`config.mk`:
```
export PLATFORM = sky130hd
export DESIGN_NAME = overlay_out_collector
export DESIGN_NICKNAME = d
export VERILOG_FILES = /design/src/rtl/overlay_out_collector_pkg.sv /design/src/rtl/overlay_out_collector_bank.sv /design/src/rtl/overlay_out_collector.sv
export SDC_FILE = /design/constraint.sdc
export NUM_CORES = 1
export LEC_CHECK = 0
export BUFFER_PORTS_ARGS = -buffer_cell sky130_fd_sc_hd__buf_2
export CAP_MARGIN = 15
export CORE_ASPECT_RATIO = 1.5
export CORE_MARGIN = 5
export CORE_UTILIZATION = 55
export CTS_BUF_LIST = sky130_fd_sc_hd__clkbuf_4 sky130_fd_sc_hd__clkbuf_8
export DETAILED_ROUTE_END_ITERATION = 10
export PLACE_DENSITY_LB_ADDON = 0.15
export SKIP_LAST_GASP = 1
export SLEW_MARGIN = 20
export SYNTH_ARGS = -nofsm -noshare
export SYNTH_HDL_FRONTEND = slang
export SYNTH_HIERARCHICAL = 1
export SYNTH_SLANG_ARGS = --single-unit
```
`constraint.sdc`:
```
create_clock -name clk -period 14.3 [get_ports clk]
set_input_delay 2.86 -clock clk [delete_from_list [all_inputs] [get_ports clk]]
set_output_delay 2.86 -clock clk [all_outputs]
set_load 0.02 [all_outputs]
```
`src/rtl/overlay_out_collector_pkg.sv`:
```
// Shared sizing and FSM encoding for the overlay output collector.
// Optional lane masking is enabled with the OVERLAY_LANE_MASK_EN macro.
package overlay_out_collector_pkg;

    localparam int DATA_WIDTH = 16;
    localparam int PE_NUM     = 8;
    localparam int OOC_LANES  = PE_NUM;
    localparam int OOC_DW     = 2 * DATA_WIDTH;

    typedef enum logic [0:0] {
        IDLE  = 1'b0,
        DRAIN = 1'b1
    } ooc_state_t;

endpackage

```
`src/rtl/overlay_out_collector_bank.sv`:
```
// One storage bank of the ping-pong collector: vector store, full flag, lane read mux.
// Under OVERLAY_LANE_MASK_EN the bank also keeps the lane mask of its vector.
module overlay_out_collector_bank
    import overlay_out_collector_pkg::*;
#(
    parameter int LANES = OOC_LANES,
    parameter int DW    = OOC_DW,
    parameter int LW    = $clog2(LANES)
) (
    input  logic                clk,
    input  logic                rst,
    input  logic                we,
    input  logic                clr,
    input  logic [LANES*DW-1:0] wdata,
`ifdef OVERLAY_LANE_MASK_EN
    input  logic [LANES-1:0]    wmask,
    output logic [LANES-1:0]    mask,
`endif
    input  logic [LW-1:0]       rlane,
    output logic [DW-1:0]       rdata,
    output logic                is_full
);

    logic [DW-1:0] data_r [LANES];
    logic          full_r;

    // Vector store; a write wins over a free so a same-cycle refill is kept.
    always_ff @(posedge clk) begin
        if (rst) begin
            full_r <= 1'b0;
            for (int k = 0; k < LANES; k++) begin
                data_r[k] <= '0;
            end
        end else if (we) begin
            full_r <= 1'b1;
            for (int k = 0; k < LANES; k++) begin
                data_r[k] <= wdata[k*DW +: DW];
            end
        end else if (clr) begin
            full_r <= 1'b0;
        end
    end

`ifdef OVERLAY_LANE_MASK_EN
    logic [LANES-1:0] mask_r;

    // Lane mask captured together with the vector.
    always_ff @(posedge clk) begin
        if (rst) begin
            mask_r <= '0;
        end else if (we) begin
            mask_r <= wmask;
        end
    end

    assign mask = mask_r;
`endif

    assign rdata   = data_r[rlane];
    assign is_full = full_r;

endmodule

```
`src/rtl/overlay_out_collector.sv`:
```
// Double-buffered parallel-in/serial-out collector for the PE-array output stage.
// Define OVERLAY_LANE_MASK_EN to add the lane_mask input (sparse lane emission).
module overlay_out_collector
    import overlay_out_collector_pkg::*;
#(
    parameter int LANES = OOC_LANES,
    parameter int DW    = OOC_DW
) (
    input  logic                      clk,
    input  logic                      rst,
    input  logic                      load,
    input  logic                      p_in_v,
    input  logic [LANES*DW-1:0]       p_in,
`ifdef OVERLAY_LANE_MASK_EN
    input  logic [LANES-1:0]          lane_mask,
`endif
    input  logic                      s_out_ready,
    output logic                      s_out_v,
    output logic [DW-1:0]             s_out,
    output logic [$clog2(LANES)-1:0]  s_out_lane,
    output logic                      s_out_last,
    output logic                      busy,
    output logic                      full,
    output logic                      overflow
);

    localparam int LW = $clog2(LANES);
    localparam logic [LW-1:0] LAST_LANE = LW'(LANES - 1);

    ooc_state_t    state_r, state_s;
    logic          wr_bank_r, rd_bank_r;
    logic [LW-1:0] lane_r, lane_s;
    logic          overflow_r, busy_r, full_r;

    logic [1:0]    we_s, clr_s, bank_full_s, full_nxt_s;
    logic [DW-1:0] bank_rdata_s [2];
    logic          cap_s, acc_s, drop_s, xfer_s, last_s, fin_s, other_full_s;
    logic [LW-1:0] start_lane_s, restart_lane_s, step_lane_s;

`ifdef OVERLAY_LANE_MASK_EN
    logic [LANES-1:0] bank_mask_s [2];
    logic [LANES-1:0] cur_mask_s, nxt_mask_s;

    function automatic logic [LW-1:0] lowest_set(input logic [LANES-1:0] m);
        logic [LW-1:0] r;
        r = '0;
        for (int i = LANES - 1; i >= 0; i--) begin
            if (m[i]) r = LW'(i);
        end
        return r;
    endfunction

    function automatic logic [LW-1:0] next_set_above(input logic [LANES-1:0] m,
                                                     input logic [LW-1:0] cur);
        logic [LW-1:0] r;
        r = cur;
        for (int i = LANES - 1; i >= 0; i--) begin
            if (m[i] && (i > int'(cur))) r = LW'(i);
        end
        return r;
    endfunction

    function automatic logic any_above(input logic [LANES-1:0] m, input logic [LW-1:0] cur);
        logic r;
        r = 1'b0;
        for (int i = 0; i < LANES; i++) begin
            if (m[i] && (i > int'(cur))) r = 1'b1;
        end
        return r;
    endfunction

    // A vector with no lanes to emit would never drain, so it is not captured at all.
    assign cap_s          = load && p_in_v && (|lane_mask);
    assign cur_mask_s     = bank_mask_s[rd_bank_r];
    assign nxt_mask_s     = (acc_s && (wr_bank_r != rd_bank_r)) ? lane_mask
                                                                 : bank_mask_s[!rd_bank_r];
    assign last_s         = !any_above(cur_mask_s, lane_r);
    assign start_lane_s   = lowest_set(lane_mask);
    assign restart_lane_s = lowest_set(nxt_mask_s);
    assign step_lane_s    = next_set_above(cur_mask_s, lane_r);
`else
    assign cap_s          = load && p_in_v;
    assign last_s         = (lane_r == LAST_LANE);
    assign start_lane_s   = '0;
    assign restart_lane_s = '0;
    assign step_lane_s    = lane_r + LW'(1);
`endif

    assign xfer_s = (state_r == DRAIN) && s_out_ready;
    assign fin_s  = xfer_s && last_s;
    // The write bank is only occupied when both are; then it is the one being drained.
    assign acc_s  = cap_s && (!bank_full_s[wr_bank_r] || (fin_s && (rd_bank_r == wr_bank_r)));
    assign drop_s = cap_s && !acc_s;
    assign other_full_s = bank_full_s[!rd_bank_r] || (acc_s && (wr_bank_r != rd_bank_r));

    assign we_s       = {acc_s && wr_bank_r, acc_s && !wr_bank_r};
    assign clr_s      = {fin_s && rd_bank_r, fin_s && !rd_bank_r};
    assign full_nxt_s = we_s | (bank_full_s & ~clr_s);

    for (genvar b = 0; b < 2; b++) begin : g_bank
        overlay_out_collector_bank #(
            .LANES (LANES),
            .DW    (DW),
            .LW    (LW)
        ) u_bank (
            .clk     (clk),
            .rst     (rst),
            .we      (we_s[b]),
            .clr     (clr_s[b]),
            .wdata   (p_in),
`ifdef OVERLAY_LANE_MASK_EN
            .wmask   (lane_mask),
            .mask    (bank_mask_s[b]),
`endif
            .rlane   (lane_r),
            .rdata   (bank_rdata_s[b]),
            .is_full (bank_full_s[b])
        );
    end

    // FSM state register.
    always_ff @(posedge clk) begin
        if (rst) begin
            state_r <= IDLE;
        end else begin
            state_r <= state_s;
        end
    end

    // FSM next state: keep draining without a bubble while the other bank has data.
    always_comb begin
        state_s = state_r;
        case (state_r)
            IDLE:    if (acc_s) state_s = DRAIN; else state_s = IDLE;
            DRAIN:   if (fin_s && !other_full_s) state_s = IDLE; else state_s = DRAIN;
            default: state_s = IDLE;
        endcase
    end

    // Lane counter next value.
    always_comb begin
        lane_s = lane_r;
        if (state_r == IDLE) begin
            if (acc_s) lane_s = start_lane_s; else lane_s = '0;
        end else if (xfer_s) begin
            if (fin_s) lane_s = restart_lane_s; else lane_s = step_lane_s;
        end else begin
            lane_s = lane_r;
        end
    end

    // Bank pointers, lane counter and status flags.
    always_ff @(posedge clk) begin
        if (rst) begin
            wr_bank_r  <= 1'b0;
            rd_bank_r  <= 1'b0;
            lane_r     <= '0;
            overflow_r <= 1'b0;
            busy_r     <= 1'b0;
            full_r     <= 1'b0;
        end else begin
            if (acc_s) wr_bank_r <= !wr_bank_r;
            if (fin_s) rd_bank_r <= !rd_bank_r;
            if (drop_s) overflow_r <= 1'b1;
            lane_r <= lane_s;
            busy_r <= |full_nxt_s;
            full_r <= &full_nxt_s;
        end
    end

    // FSM outputs: serial stream driven only while draining.
    always_comb begin
        s_out_v    = 1'b0;
        s_out      = '0;
        s_out_lane = '0;
        s_out_last = 1'b0;
        if (state_r == DRAIN) begin
            s_out_v    = 1'b1;
            s_out      = bank_rdata_s[rd_bank_r];
            s_out_lane = lane_r;
            s_out_last = last_s;
        end else begin
            s_out_v    = 1'b0;
        end
    end

    assign busy     = busy_r;
    assign full     = full_r;
    assign overflow = overflow_r;

endmodule

```
==> metrics list <==
- Status: finished clean
- Number of port buffers: 300
- The routed design has approximately 52000 um of wire.
* Highest achievable clock rate: 144.3 MHz
* Detailed-placement wirelength estimate: 33520 um
- Class of the tightest hold or removal check: register to register
- In the final design database the tool counted 2007 nets.
- Aggregate negative setup slack: 0 ns
- The via count of the first global-routing pass was between 10000 and 15000.
- The root buffer cell chosen for the clock tree is clkbuf_8.
- Grt total ovfl: 0
- Number of iterations in the first detailed-routing pass: 7
- Cell leakage power: roughly 11 nW
* Vias per cell: 5.508
* Routed WL per cell: roughly 22 um
- In the routed design, unresolved DRC markers number 0.
- Top cells by area in the synthesized netlist: edfxtp_1, and2_1, mux4_1
* Overall die height: 266.5 um
* Number of setup violations in the final report: 0
* Number of buffers on the longest clock path: 3
- The final-report max-slew violation count came to 0.
- Ratio of final minimum period to clock period: 0.4848
- Data arrival at the endpoint of the critical path: 4.07 ns
- After routing the design area is 27470 sq um.
- roughly 300 I/O pins were placed.
- Most frequent cells in the layout: edfxtp_1, and2_1, buf_2, nor2b_1, mux4_1
* Unrepaired setup endpoints after global routing: false
* Flip-flop cell with the highest count after synthesis: edfxtp_1
* Layout cells sized above 1: 0.3100
- Once the clock tree was built, the resizer swapped 0 gates to a different size.
- The worst setup path is of the register to output pin kind.
- The area growth from synthesis to layout is 13.90%.
* Post-cts hold buffer count: 0
* Cell Rows: 94
- Min Hold Slack: about 0.47 ns
- Least-Margin Pin Slew: approximately 1.0 ns
- The worst register-to-register path has a setup slack of 8.43 ns.
- Subtracting the final worst setup slack from the clock period gives 6.932 ns.
- The clock drives 523 sinks.
- Post-CTS Repair Setup Buffers: 0
- Entering global routing, the biggest net connects 107 pins.
- Total via count after detailed routing: 13180
- In this run, placement finished with an instance count of 2240.
* Worst supply voltage drop on vdd: ~0.075 mV
* Unique cell type count in the Yosys netlist: 34
- Library cell with the largest summed area after synthesis: edfxtp_1
- Clock Skews: ~0.021 ns
* Count of maximum capacitance violations: 0
- Counting the buffers created by CTS gives a little under 80.
- Final Hold Vio Count: 0
* First-pass GRT wire length: 79990 um
- Die X: 181.0 um
- Post-place instance area: 25980 sq um
- Critical path startpoint category: register
- At the later pin of the worst-skew pair, clock insertion delay measures 0.62 ns.
- Gate count of the mapped netlist: 1449
* Floorplan Core Area: 43630 sq um
* First DRT Iteration DRCs: 711
- Netlist area before placement: roughly 24000 sq um
- The number of antenna violations at the first check in global routing came to 24.
- Total number of yosys warnings: 6
* Rel. slew slack: 0.3021
- Final Instance Count excl. Fillers: 2392
- Biggest fanout along the worst timing path: 37
- CTS tree: built
* Antenna viol nets, final: 0
- Global placement routability congestion: about 0.78
- The die covers approximately 48000 sq um.
- The number of nets handed over by synthesis was 1712.
- The share of synthesized area in the top cell type comes to 0.6375.
- After synthesis the netlist holds a flip-flop and latch count of roughly 520.
- Required time of the critical path: between 10 and 15 ns
- Endpoint kind of the worst setup timing path: output pin
- Power spread over the standard cell area amounts to 115.9 nW/um^2.
- Number of levels in the clock H-tree: 3
- Sequential fraction of the synthesis area: 0.6466
* Mean instance size in the synthesized netlist: 16.64 sq um
- Fraction of registers with async set/reset: 0
- Reg clk slew, reported paths: 0.06 ns
* Effective utilization at floorplan: 0.5527
- For this run, the total global-route usage over all layers was measured as 0.2157.
- Count of flip-flops with a built-in enable after synthesis: 512
- Leaving out fill and tap cells, the most frequent cell in the layout is edfxtp_1.
## power breakdown
group	total [mW]	internal [mW]	switching, mW
Combinational	0.224	0.104	0.120
Sequential	1.81	1.79	0.0250
Clock	1.15	0.594	0.555
## metrics by stage
step,worst slack [ns],utilization,power [mW]
2_1_floorplan,7.159,-,1.981
3_3_place_gp,7.836,0.5955,2.062
3_5_place_dp,7.735,0.5955,2.073
4_1_cts,7.203,0.6287,3.224
5_1_grt,7.079,0.6292,3.318
6_report,7.368,0.6296,3.184
## synth_stat cells, types with 11 or more instances
cell,instances
mux2i_1,34
mux4_1,80
edfxtp_1,512
mux2_2,64
buf_2,17
clkbuf_1,63
nor2b_1,163
and2_1,388
dfxtp_1,11
buf_6,15
mux4_2,48
## path summary, 6_finish.rpt
path                                                                     end  cells after the start              startpoint
worst max-delay path                                                s_out[0]                      7  lane_r[0]$_SDFFE_PP0P_
worst min-delay path                                   overflow$_SDFFE_PP0P_                      2   overflow$_SDFFE_PP0P_
worst max register to register  g_bank[1].u_bank/data_r[1][12]$_SDFFCE_PN0P_                      7  lane_r[2]$_SDFFE_PP0P_
worst min register to register                         overflow$_SDFFE_PP0P_                      2   overflow$_SDFFE_PP0P_
## cells by family after synthesis
family	after synthesis	share of synthesized area
compound gates	16	0.004617
buf+inv	109	0.02283
mux	226	0.1760
simple gates	572	0.1486
fa+ha+maj	2	0.001037
flops	523	0.6466
xor+xnor	1	0.0003632
## flip-flops by register name (all words and copies together), names as in the netlist
| name | count |
|---|---|
| g_bank.u_bank/data_r | 512 |
| lane_r | 3 |
| g_bank.u_bank/is_full | 2 |
| busy | 1 |
| full | 1 |
| overflow | 1 |
| rd_bank_r | 1 |
| state_r | 1 |
| wr_bank_r | 1 |
## worst max-delay path: stages, from the launching register on
cell,delay (ns)
dfxtp_4,0.75
buf_4,0.64
buf_4,0.68
mux4_1,0.64
mux2_2,0.28
mux2i_1,0.17
nor2b_1,0.09
buf_2,0.17
## metal layers
layer | vias to the layer above | global-route usage | wire length, um
met3 | 104 | 0.05072 | 3291
met1 | 6620 | 0.2681 | 20430
met2 | 413 | 0.3749 | 27230
met4 | 14 | 0.07449 | 1461
li1 | 6024 | - | -
met5 | - | 0 | 84
## area by class of cell
type                            count  area [sq um]
Fill cell                        3231         16160
Sequential cell                   523         15610
Multi-Input combinational cell    817          7993
Timing Repair Buffer              318          1639
Clock buffer                       96          1209
Tap cell                          576         720.7
Clock inverter                     40         239.0
Antenna cell                       16         40.04
Inverter                            6         22.52
Note: power is estimated with default switching activity, not from simulation.
